**src/rtl/vga_timing_gen.sv**
```systemverilog
// vga_timing_gen: VGA raster counters, registered sync/blank decode and delayed copies; FRAME_CNT_EN adds frame_cnt
module vga_timing_gen #(
  parameter int H_VISIBLE = 640,
  parameter int H_FP      = 16,
  parameter int H_SYNC    = 96,
  parameter int H_BP      = 48,
  parameter int V_VISIBLE = 480,
  parameter int V_FP      = 10,
  parameter int V_SYNC    = 2,
  parameter int V_BP      = 33,
  parameter int PIPE_DLY  = 2
) (
  input  logic       vga_clk,
  input  logic       reset,
  output logic [9:0] DrawX,
  output logic [9:0] DrawY,
  output logic       blank,
  output logic       hs,
  output logic       vs,
  output logic       frame_start,
  output logic       blank_d,
  output logic       hs_d,
  output logic       vs_d
`ifdef FRAME_CNT_EN
  , output logic [15:0] frame_cnt
`endif
);
  localparam int H_TOTAL = H_VISIBLE + H_FP + H_SYNC + H_BP;
  localparam int V_TOTAL = V_VISIBLE + V_FP + V_SYNC + V_BP;
  localparam logic [9:0] H_LAST = 10'(H_TOTAL - 1);
  localparam logic [9:0] V_LAST = 10'(V_TOTAL - 1);
  localparam logic [9:0] H_VIS  = 10'(H_VISIBLE);
  localparam logic [9:0] V_VIS  = 10'(V_VISIBLE);
  localparam logic [9:0] HS_ON  = 10'(H_VISIBLE + H_FP);
  localparam logic [9:0] HS_OFF = 10'(H_VISIBLE + H_FP + H_SYNC);
  localparam logic [9:0] VS_ON  = 10'(V_VISIBLE + V_FP);
  localparam logic [9:0] VS_OFF = 10'(V_VISIBLE + V_FP + V_SYNC);

  if (H_TOTAL > 1024 || V_TOTAL > 1024) begin : g_chk_total
    $error("vga_timing_gen: H_TOTAL/V_TOTAL must fit 10-bit counters");
  end
  if (PIPE_DLY < 0 || PIPE_DLY > 4) begin : g_chk_dly
    $error("vga_timing_gen: PIPE_DLY must be 0..4");
  end

  logic [9:0] nx, ny;
  logic       h_wrap;

  // Next raster position; decode uses it so flags line up with the counters they accompany
  always_comb begin
    h_wrap = DrawX == H_LAST;
    nx = h_wrap ? '0 : DrawX + 10'd1;
    ny = h_wrap ? (DrawY == V_LAST ? '0 : DrawY + 10'd1) : DrawY;
  end

  // Counters and registered decode; reset parks on the last pixel so the first edge lands on (0,0)
  always_ff @(posedge vga_clk or posedge reset)
    if (reset) begin
      DrawX       <= H_LAST;
      DrawY       <= V_LAST;
      blank       <= 1'b0;
      hs          <= 1'b1;
      vs          <= 1'b1;
      frame_start <= 1'b0;
    end else begin
      DrawX       <= nx;
      DrawY       <= ny;
      blank       <= nx < H_VIS && ny < V_VIS;
      hs          <= !(nx >= HS_ON && nx < HS_OFF);
      vs          <= !(ny >= VS_ON && ny < VS_OFF);
      frame_start <= nx == '0 && ny == '0;
    end

  if (PIPE_DLY == 0) begin : g_pass
    assign {blank_d, hs_d, vs_d} = {blank, hs, vs};
  end else begin : g_dly
    logic [2:0] pipe [PIPE_DLY];
    // Shift {blank,hs,vs} to match the renderers' colour latency; idle pattern on reset
    always_ff @(posedge vga_clk or posedge reset)
      if (reset) begin
        for (int i = 0; i < PIPE_DLY; i++) pipe[i] <= 3'b011;
      end else begin
        pipe[0] <= {blank, hs, vs};
        for (int i = 1; i < PIPE_DLY; i++) pipe[i] <= pipe[i-1];
      end
    assign {blank_d, hs_d, vs_d} = pipe[PIPE_DLY-1];
  end

`ifdef FRAME_CNT_EN
  // Frame counter bumps on the edge that raises frame_start
  always_ff @(posedge vga_clk or posedge reset)
    if (reset) frame_cnt <= '0;
    else if (nx == '0 && ny == '0) frame_cnt <= frame_cnt + 16'd1;
`endif
endmodule

```
**config.mk**
```make
export PLATFORM = sky130hd
export DESIGN_NAME = vga_timing_gen
export DESIGN_NICKNAME = d
export VERILOG_FILES = /design/src/rtl/vga_timing_gen.sv
export SDC_FILE = /design/constraint.sdc
export NUM_CORES = 1
export LEC_CHECK = 0
export CAP_MARGIN = 20
export CORE_ASPECT_RATIO = 0.7
export CORE_UTILIZATION = 56
export DETAILED_ROUTE_END_ITERATION = 10
export PLACE_DENSITY = 0.89
export SETUP_SLACK_MARGIN = 0.05
export SLEW_MARGIN = 20
export SYNTH_ARGS = -nofsm -noshare
export SYNTH_HDL_FRONTEND = slang
export SYNTH_SLANG_ARGS = --single-unit
```
**constraint.sdc**
```tcl
create_clock -name vga_clk -period 5.7 [get_ports vga_clk]
set_clock_uncertainty 0.15 [all_clocks]
set_input_delay 1.14 -clock vga_clk [delete_from_list [all_inputs] [get_ports vga_clk]]
set_output_delay 1.14 -clock vga_clk [all_outputs]
set_load 0.02 [all_outputs]
```
==> impl_summary.txt, run 1 <==
----------------------------------------------------
[Power and ir drop]
  Final total power ... 0.000396 W
  Power share of the combinational group ... 0.011
  Leak ... 0.788 nW
  Sw Pwr ... 0.0000851 W
  Proportion of power drawn by the clock network ... 0.449
  Power share of the sequential group ... 0.539
  Power density of the placed cells ... 194 nW/um^2
  Switching Share ... 0.215
  VDD IR-drop max ... between 150 and 200 uV
  Pint ... about 0.00031 W

[Placed design]
  Number of I/O port buffers ... 28
  Routability congestion estimate from global placement ... 0.902
  Hpwl dp ... 2770 um
  Pre-CTS setup slack ... 3040 ps
  Placed instance area ... 1950 sq um

[Synthesis]
  Largest cells by area after synthesis ... sky130_fd_sc_hd__dfstp_2, sky130_fd_sc_hd__dfrtp_1, sky130_fd_sc_hd__xnor2_1
  Synth Area in Compound Gates ... 0.109
  Largest family of logic cells by synthesized area ... simple AND/OR/NAND/NOR gates
  Number of synthesis warnings ... 0
  Most used DFF post-synth ... sky130_fd_sc_hd__dfstp_2
  Count of cell types in the netlist ... 50
  Synthesized-area fraction occupied by adder cells ... 0.0226
  Share of the synthesized area in the top cell type ... 0.253
  Number of synthesized flops with an enable pin ... 0
  Net Count, Synth ... 165
  Simple-Gate Fraction of Synth Area ... 0.266
  Post-Syn Instances ... 160
  Post-Synthesis Mean Instance Area ... 10.4 sq um
  Flop and latch count out of synthesis ... 30
  Fraction of synthesized cell area in xor and xnor cells ... 0.0895
  Asr flop ratio synth ... 1.00
  Share of synthesized area occupied by flip-flops and latches ... 0.464
  Post-synth top area cell ... sky130_fd_sc_hd__dfstp_2
  Portion of netlist area occupied by mux cells ... 0.0120
  Synth Cell Area ... roughly 1700 sq um

[GRT]
  Antenna violations before repair ... 0
  Pin count of the biggest net entering global routing ... 31
  Vias in the first global route ... 1219
  Overflow left after global routing ... 0
  Wire length of the first global-routing pass ... 6050 um
  All-layer global routing usage ... 0.273

[Timing]
  Worst slew pin tran ... 588 ps
  Highest clock frequency the design can meet ... around 340 MHz
  Worst slew slack as a fraction of its limit ... 0.608
  Shortest period the worst path allows ... 2980 ps
  Unrepaired setup endpoints after global routing ... false
  Fin. max-slew vios ... 0
  Sum of negative setup slack ... 0 ps
  Endpoints failing hold ... 0
  Setup violation total in the final timing report ... 0
  Fin worst setup slack ... about 2700 ps
  Tcrit/Tclk final ... 0.522

[Route]
  Count of vias placed by the detailed router ... ~1400
  Average wire per cell in the routed design ... 17.0 um
  Remaining DRCs ... 0
  Post-detailed-route via-to-cell ratio ... 6.14
  Post-detailed-routing wire length ... 3830 um
  Number of iterations in the first detailed-routing pass ... 4
  Iteration-0 DRC count of the detailed router ... 70
  Routed Antenna Nets ... 0

[Worst setup path]
  Data required time of the worst path ... 4410 ps
  Crit path capture type ... output pin
  Path depth of the worst reg2reg path ... 6
  End of the worst register-to-register path ... frame_start$_DFF_PP0_
  Worst Setup Path Type ... reg2out
  Data arrival, critical path ... 1690 ps
  Max Fanout on Critical Path ... 15
  Kind of start point of the critical path ... flip-flop
  Cell-by-cell listing of the critical path ... clkdlybuf4s50_1
  Critical path buffers and inverters ... 1
  Worst-case register-to-register setup slack ... 3050 ps
  Largest delay share family, worst path ... buffers and inverters
  Origin of the critical flop-to-flop path ... DrawX[0]$_DFF_PP1_
  Slowest stage delay, CP ... 710 ps
  Highest-delay cell along the critical path ... sky130_fd_sc_hd__clkdlybuf4s50_1

[Final layout]
  Most frequent standard cell in the layout excluding fill and tap cells ... sky130_fd_sc_hd__clkdlybuf4s50_1
  Number of nets in the finished design ... between 150 and 200
  Total inserted antenna cells ... 0
  Final core utilization ... 0.730
  Filler cell count ... 204
  Design area ... 2050 sq um
  Most frequent cells in the layout ... sky130_fd_sc_hd__clkdlybuf4s50_1, sky130_fd_sc_hd__dfstp_2, sky130_fd_sc_hd__dfrtp_1, sky130_fd_sc_hd__nand2_1, sky130_fd_sc_hd__nand3_1
  Layout area overhead ... 23.1%
  Layout cell share with drive strength beyond 1 ... 0.185

[Run]
  MaxCap Viol Count ... 0

[Clocking]
  # resized after CTS ... 0
  Sinks on the clock net ... 30
  Clk Latency, worst-skew pair ... 290 ps
  Setup bufs post-CTS ... 0
  Hold Buf Count CTS ... 0
  Total clock buffers created by CTS ... 5
  CTS Root Buffer Type ... sky130_fd_sc_hd__clkbuf_8
  CTS Buffer Depth ... 2
  Clock tree from TritonCTS ... done
  CTS H-tree depth ... 2
  Clock-pin slew on the worst setup and hold paths ... 70 ps

[Die]
  Cell Rows ... 16
  Initial Utilization ... 0.593
  Standard cell core area ... 2800 sq um
  Top-Level Pins ... 29
  Horizontal extent of the die ... ~67 um
  DIE AREA ... 3190 sq um
  Die extent in y ... 47.6 um

[Min path]
  Startpoint of the worst hold path ... g_dly.pipe[5]$_DFF_PP0_
  Worst hold path stage count ... 0
  Hold endpoint ... blank_d$_DFF_PP0_
  Class of the most critical hold timing path ... reg2reg

[Outcome]
  Status ... complete, no violations

----------------------------------------------------
==> per-layer routing <==
layer	vias up	global-route usage	share of wire
met4	0	0.115	0.013
met2	68	0.406	0.43
li1	638	-	-
met5	-	0	0
met3	7	0.0643	0.080
met1	669	0.387	0.48
==> registers in the layout, indices dropped and copies added (netlist names) <==
name and cells:
DrawY 10, blank_d 1, frame_start 1, vs_d 1, vs 1, DrawX 10, blank 1, hs_d 1
hs 1, g_dly.pipe 3
==> through the flow <==
step,hold slack [ps],std cells
after floorplan,181,160
after global placement,191,217
after detailed placement,200,217
after CTS,211,225
after global routing,216,225
final,208,225
==> area by class of cell <==
class | instances | area, sq um | area share
repair buffers | 28 | 280 | 0.137
clock inverters | 2 | 12.5 | 0.00611
well taps | 36 | 45.0 | 0.0220
flip-flops and latches | 30 | 771 | 0.377
inverters | 7 | 26.3 | 0.0128
clock buffers | 6 | 82.6 | 0.0403
multi-input cells | 116 | 830 | 0.405
==> power groups by stage <==
| stage | logic, W | clock network, W | registers (W) |
|---|---|---|---|
| CTS | 0.00000486 | 0.000183 | 0.000214 |
| floorplan | 0.00000305 | 0 | 0.000217 |
| detailed placement | 0.00000494 | 0 | 0.000217 |
| global placement | 0.00000471 | 0 | 0.000217 |
| global route | 0.00000557 | 0.000192 | 0.000213 |
| finish | 0.00000455 | 0.000178 | 0.000214 |
==> synth_stat cells, types with 2 or more instances <==
cell and count:
sky130_fd_sc_hd__a21oi_1 5, sky130_fd_sc_hd__nor4_1 2, sky130_fd_sc_hd__ha_1 3, sky130_fd_sc_hd__or4_1 2
sky130_fd_sc_hd__nand3_1 10, sky130_fd_sc_hd__a211oi_1 2, sky130_fd_sc_hd__dfrtp_1 14, sky130_fd_sc_hd__inv_1 7
sky130_fd_sc_hd__mux2i_1 2, sky130_fd_sc_hd__a2111oi_0 2, sky130_fd_sc_hd__nor2_1 7, sky130_fd_sc_hd__a31oi_1 4
sky130_fd_sc_hd__o21ai_0 4, sky130_fd_sc_hd__buf_2 5, sky130_fd_sc_hd__nor3_1 5, sky130_fd_sc_hd__dfstp_2 16
sky130_fd_sc_hd__xnor2_1 9, sky130_fd_sc_hd__xor2_1 8, sky130_fd_sc_hd__and4_1 3, sky130_fd_sc_hd__a21o_1 2
sky130_fd_sc_hd__nand2_1 14, sky130_fd_sc_hd__nand4_1 3, sky130_fd_sc_hd__and2_1 3, sky130_fd_sc_hd__and3_1 2
==> worst max path at each step <==
stage,from,end,cells past startpoint
finish,DrawX[5]$_DFF_PP0_,DrawX[5],1
global route,DrawX[6]$_DFF_PP0_,DrawX[6],1
CTS,DrawX[5]$_DFF_PP0_,DrawX[5],1
detailed placement,reset,DrawY[0]$_DFF_PP0_,2
global placement,DrawX[6]$_DFF_PP0_,DrawX[6],1
floorplan,DrawX[0]$_DFF_PP1_,vs$_DFF_PP1_,7
==> logic make-up after synthesis <==
kind of cell | after synthesis
AO/OA/AOI/OAI | 26
buffers and inverters | 14
adder cells (fa/ha/maj) | 3
multiplexers | 2
flip-flops | 30
XOR/XNOR | 17
AND/OR/NAND/NOR | 68
No activity file was read; power rests on OpenSTA's default activity.
==> inputs of run 2 (changes only) <==
CORE_UTILIZATION = 47   (was 56)
PLACE_DENSITY = 0.8   (was 0.89)
clock period = 2.55 ns   (was 5.7 ns; I/O delays follow)
==> run 2 against run 1 <==
  * Register-to-register slack got worse by 2900 ps
  * Via count rose by 4.1%
  * First-iteration DRC count rose by 29%
  * Sequential cell count did not move
  * Final cell count rose by 12%
  * Die area rose by 18%
  * Core utilization fell by 3.5 points
  * Wire length rose by 9.3%
  * Clock-buffer cell count rose by 1
  * Sequential power rose by 120%
  * Hold slack got worse by 0.78 ps
  * Critical path depth rose by 7
==> impl_summary.txt, run 2 (synthesized netlist as in run 1, its figures left out) <==
----------------------------------------------------
[Power and ir drop]
  VDD IR-drop max ... roughly 230 uV
  Power density of the placed cells ... 435 nW/um^2
  Power share of the sequential group ... 0.485
  Sw Pwr ... 0.000186 W
  Proportion of power drawn by the clock network ... 0.504
  Switching Share ... 0.189
  Pint ... 0.000798 W
  Power share of the combinational group ... 0.012
  Leak ... 0.898 nW

[Final layout]
  Design area ... 2260 sq um
  Filler cell count ... roughly 240
  Number of nets in the finished design ... 208
  Most frequent standard cell in the layout excluding fill and tap cells ... sky130_fd_sc_hd__clkdlybuf4s50_1
  Layout cell share with drive strength beyond 1 ... 0.279
  Total inserted antenna cells ... 0
  Most frequent cells in the layout ... sky130_fd_sc_hd__clkdlybuf4s50_1, sky130_fd_sc_hd__dfstp_2, sky130_fd_sc_hd__buf_4
  Layout Cells excl Fill ... 251
  Layout area overhead ... 36.1%
  Final core utilization ... 0.696
  Largest registers ... DrawX x10, DrawY x10, g_dly.pipe x3

[Timing]
  Fin. max-slew vios ... 0
  Tcrit/Tclk final ... 0.931
  Setup violation total in the final timing report ... 0
  Endpoints failing hold ... 0
  Worst slew slack as a fraction of its limit ... 0.731
  Sum of negative setup slack ... 0 ps
  Shortest period the worst path allows ... 2370 ps
  Worst slew pin tran ... 402 ps
  Highest clock frequency the design can meet ... 421 MHz
  Fin worst setup slack ... 177 ps
  Unrepaired setup endpoints after global routing ... false

[Route]
  Post-detailed-routing wire length ... 4180 um
  Number of iterations in the first detailed-routing pass ... 4
  Routed Antenna Nets ... 0
  Iteration-0 DRC count of the detailed router ... 90
  Average wire per cell in the routed design ... 16.7 um
  Count of vias placed by the detailed router ... 1438
  Post-detailed-route via-to-cell ratio ... 5.73
  Remaining DRCs ... 0

[Placed design]
  Routability congestion estimate from global placement ... 0.937
  Hpwl dp ... 2970 um
  Number of I/O port buffers ... 28
  Inst Count DP ... 242
  Placed instance area ... 2070 sq um
  Pre-CTS setup slack ... 1.26 ps

[Clocking]
  Clock-pin slew on the worst setup and hold paths ... 60 ps
  Clk Latency, worst-skew pair ... roughly 280 ps
  Hold Buf Count CTS ... 0
  CTS H-tree depth ... 2
  Clock tree from TritonCTS ... done
  CTS Buffer Depth ... 2
  Total clock buffers created by CTS ... 5
  CTS Root Buffer Type ... sky130_fd_sc_hd__clkbuf_8
  Sinks on the clock net ... 30

[Worst setup path]
  Slowest stage delay, CP ... between 500 and 600 ps
  Max Fanout on Critical Path ... 4
  Kind of start point of the critical path ... flip-flop
  Largest delay share family, worst path ... simple AND/OR/NAND/NOR gates
  Critical path buffers and inverters ... 1
  Data arrival, critical path ... 2390 ps
  Data required time of the worst path ... 2570 ps
  Cell-by-cell listing of the critical path ... ha_4 > nand3_4 > buf_4 > nor4_4 > nand2_1 > a21oi_1 > nor4b_2 > and4_1
  Worst Setup Path Type ... reg2reg
  Highest-delay cell along the critical path ... sky130_fd_sc_hd__dfstp_2
  Crit path capture type ... flip-flop

[Die]
  Die extent in y ... approximately 52 um
  Horizontal extent of the die ... 73.1 um
  DIE AREA ... 3780 sq um
  Cell Rows ... 17
  Top-Level Pins ... 29
  Standard cell core area ... between 3000 and 4000 sq um
  Initial Utilization ... 0.511

[Min path]
  Class of the most critical hold timing path ... reg2reg

[GRT]
  Vias in the first global route ... ~1400
  Overflow left after global routing ... 0
  Pin count of the biggest net entering global routing ... 31
  All-layer global routing usage ... 0.243
  Antenna violations before repair ... 0
  Wire length of the first global-routing pass ... around 6700 um

[Outcome]
  Status ... complete, no violations

[Run]
  MaxCap Viol Count ... 0

----------------------------------------------------
## run 2: cell count changes in the layout (fill, tap and decap cells not counted), sizes merged
cell      delta
clkinvlp     -1
clkinv       -1
buf         +15
bufinv       +1
clkbuf       +1
## run 2: final timing paths
check                                         from                    end  cells after the start  slack [ps]
min in group asynchronous                    reset     DrawX[7]$_DFF_PP0_                      3         450
max in group asynchronous                    reset     DrawX[0]$_DFF_PP1_                      3        1480
min reg2reg                g_dly.pipe[4]$_DFF_PP1_         hs_d$_DFF_PP1_                      0         210
max                             DrawX[1]$_DFF_PP1_  frame_start$_DFF_PP0_                      8         180
max reg2reg                     DrawX[1]$_DFF_PP1_  frame_start$_DFF_PP0_                      8         180
min                        g_dly.pipe[4]$_DFF_PP1_         hs_d$_DFF_PP1_                      0         210
## run 2: power by group through the flow
stage	combinational [W]	sequential, W	clock [W]
global route	0.0000136	0.000477	0.000528
global placement	0.0000118	0.000485	0
CTS	0.0000122	0.000477	0.000503
finish	0.0000114	0.000477	0.000496
detailed placement	0.0000121	0.000485	0
floorplan	0.00000682	0.000485	0
## run 2: per-layer routing
layer	track usage	up-vias	wire, um
met3	0.0620	9	235
met2	0.378	68	1930
met5	0	-	0
met4	0.0882	0	58
li1	-	669	-
met1	0.329	692	1950
## run 2: stage by stage
step | hold WS (ps) | power [W]
floorplan | 181 | 0.000492
global placement | 194 | 0.000497
detailed placement | 197 | 0.000497
CTS | 207 | 0.000993
global route | 210 | 0.00102
finish | 207 | 0.000984
## run 2: layout make-up
cell class                      instances  area, sq um  area share
Clock buffer                            7         86.3      0.0381
Clock inverter                          1         30.0      0.0133
Inverter                                7         26.3      0.0116
Multi-Input combinational cell        116          898       0.397
Sequential cell                        30          771       0.341
Tap cell                               47         58.8      0.0260
Timing Repair Buffer                   43          393       0.174
## run 2: timing repair
action	4_1_cts	5_1_grt
setup endpoints to repair	2	4
gates resized for setup	3	11
endpoints found under the hold margin	0	0
buffers inserted	0	1
pin swaps	0	2
## run 2: worst register-to-register path, delay by kind of cell (launching register included)
| family | cells | cell delay [ps] |
|---|---|---|
| fa+ha+maj | 1 | 180 |
| simple gates | 5 | 930 |
| compound gates | 1 | 260 |
| flops | 1 | 580 |
| buf+inv | 1 | 160 |
==> inputs of run 3 (changes only) <==
SKIP_CTS_REPAIR_TIMING = 1   (was default)
==> run 3 against run 2 <==
  * Critical path depth unchanged
  * Hold slack is essentially flat
  * Clock power about the same
  * Final cell count did not move
  * First-iteration DRC count grew 16%
  * Sequential cell count unchanged
  * Maximum frequency about the same
  * Critical endpoint unchanged
==> impl_summary.txt, run 3 (synthesized netlist as in run 1, its figures left out) <==
----------------------------------------------------
[Worst setup path]
  Origin of the critical flop-to-flop path ... DrawX[1]$_DFF_PP1_
  Kind of start point of the critical path ... flip-flop
  Worst Setup Path Type ... reg2reg
  Max Fanout on Critical Path ... 4
  Data arrival, critical path ... around 2400 ps
  Slowest stage delay, CP ... 580 ps
  Cell-by-cell listing of the critical path ... ha_4 > nand3_4 > buf_4 > nor4_4 > nand2_1 > a21oi_1 > nor4b_2 > and4_1
  End of the worst register-to-register path ... frame_start$_DFF_PP0_
  Data required time of the worst path ... 2570 ps
  Path depth of the worst reg2reg path ... 8
  Highest-delay cell along the critical path ... sky130_fd_sc_hd__dfstp_2
  Crit path capture type ... flip-flop
  Worst-case register-to-register setup slack ... 180 ps
  Source of the critical timing path ... DrawX[1]$_DFF_PP1_

[Final layout]
  Number of nets in the finished design ... 208
  Filler cell count ... 244
  Most frequent standard cell in the layout excluding fill and tap cells ... sky130_fd_sc_hd__clkdlybuf4s50_1
  Most frequent cells in the layout ... sky130_fd_sc_hd__clkdlybuf4s50_1, sky130_fd_sc_hd__dfstp_2, sky130_fd_sc_hd__buf_4
  Total inserted antenna cells ... 0
  Layout area overhead ... 36.1%
  Final core utilization ... 0.696
  Largest registers ... DrawX x10, DrawY x10, g_dly.pipe x3
  Layout cell share with drive strength beyond 1 ... 0.279

[Placed design]
  Number of I/O port buffers ... 28
  Hpwl dp ... 2970 um
  Routability congestion estimate from global placement ... 0.937

[Route]
  Post-detailed-routing wire length ... 4160 um
  Iteration-0 DRC count of the detailed router ... 104
  Number of iterations in the first detailed-routing pass ... 4
  Average wire per cell in the routed design ... 16.6 um
  Remaining DRCs ... 0
  Count of vias placed by the detailed router ... 1419
  Post-detailed-route via-to-cell ratio ... 5.65
  Routed Antenna Nets ... 0

[Timing]
  Unrepaired setup endpoints after global routing ... false
  Fin. max-slew vios ... 0
  Endpoints failing hold ... 0
  Highest clock frequency the design can meet ... 421 MHz
  Shortest period the worst path allows ... ~2400 ps
  Worst slew slack as a fraction of its limit ... 0.740
  Setup violation total in the final timing report ... 0
  Smallest hold slack ... around 210 ps
  Sum of negative setup slack ... 0 ps
  Worst slew pin tran ... about 390 ps
  Tcrit/Tclk final ... 0.931

[Die]
  Cell Rows ... 17
  Die extent in y ... roughly 52 um
  DIE AREA ... 3780 sq um
  Standard cell core area ... 3250 sq um
  Initial Utilization ... 0.511
  Horizontal extent of the die ... 73.1 um
  Top-Level Pins ... 29

[GRT]
  All-layer global routing usage ... 0.242
  Antenna violations before repair ... 0
  Pin count of the biggest net entering global routing ... 31
  Overflow left after global routing ... 0
  Vias in the first global route ... 1348
  Wire length of the first global-routing pass ... 6640 um

[Min path]
  Hold endpoint ... hs_d$_DFF_PP1_
  Startpoint of the worst hold path ... g_dly.pipe[4]$_DFF_PP1_
  Worst hold path stage count ... 0
  Class of the most critical hold timing path ... reg2reg

[Clocking]
  Clock-pin slew on the worst setup and hold paths ... 60 ps
  Sinks on the clock net ... 30
  CTS Buffer Depth ... 2
  CTS H-tree depth ... 2
  Clk Latency, worst-skew pair ... 280 ps
  Clock tree from TritonCTS ... done
  CTS Root Buffer Type ... sky130_fd_sc_hd__clkbuf_8
  Total clock buffers created by CTS ... 5

[Power and ir drop]
  Leak ... ~0.90 nW
  Power share of the combinational group ... 0.012
  Power density of the placed cells ... 435 nW/um^2
  Pint ... 0.000798 W
  Switching Share ... 0.189
  Sw Pwr ... roughly 0.00019 W
  Proportion of power drawn by the clock network ... 0.504
  VDD IR-drop max ... 227 uV
  Power share of the sequential group ... 0.485
  Final total power ... 0.000984 W

[Outcome]
  Status ... complete, no violations

[Run]
  MaxCap Viol Count ... 0

----------------------------------------------------
[run 3: worst max-delay path, delay by kind of cell (launching register included)]
kind	cells	cell delay [ps]
fa+ha+maj	1	180
flops	1	580
buf+inv	1	160
compound gates	1	270
simple gates	5	910
[run 3: cell type report]
class,count,area [sq um],share of cell area
clock buffers,7,86.3,0.0381
flip-flops and latches,30,771,0.341
repair buffers,43,393,0.174
multi-input cells,116,898,0.397
clock inverters,1,30.0,0.0133
well taps,47,58.8,0.0260
inverters,7,26.3,0.0116
[run 3: power groups by stage]
stage / combinational, W / clock [W] / sequential [W]
after floorplan: 0.00000682 / 0 / 0.000485
after global placement: 0.0000118 / 0 / 0.000485
after detailed placement: 0.0000121 / 0 / 0.000485
after CTS: 0.0000122 / 0.000503 / 0.000477
after global routing: 0.0000136 / 0.000528 / 0.000477
final: 0.0000114 / 0.000496 / 0.000477
[run 3: metal layers]
| metal | GRT usage | part of all wire |
|---|---|---|
| met1 | 0.328 | 0.48 |
| met2 | 0.377 | 0.46 |
| met3 | 0.0640 | 0.050 |
| met4 | 0.0817 | 0.015 |
| met5 | 0 | 0 |
[run 3: metrics by stage]
| stage | instance area (sq um) | cells | worst slack [ps] |
|---|---|---|---|
| global placement | 2070 | 242 | 29.3 |
| finish | 2260 | 251 | 177 |
| floorplan | 1660 | 160 | 59.5 |
| global route | 2260 | 251 | 64.0 |
| CTS | 2190 | 250 | -18.7 |
| detailed placement | 2070 | 242 | 1.26 |
[run 3: worst max path at each step]
stage                            endpoint  slack [ps]
floorplan                    vs$_DFF_PP1_          60
global route        frame_start$_DFF_PP0_          60
detailed placement           vs$_DFF_PP1_           1
CTS                          vs$_DFF_PP1_         -20
finish              frame_start$_DFF_PP0_         180
global placement             vs$_DFF_PP1_          30
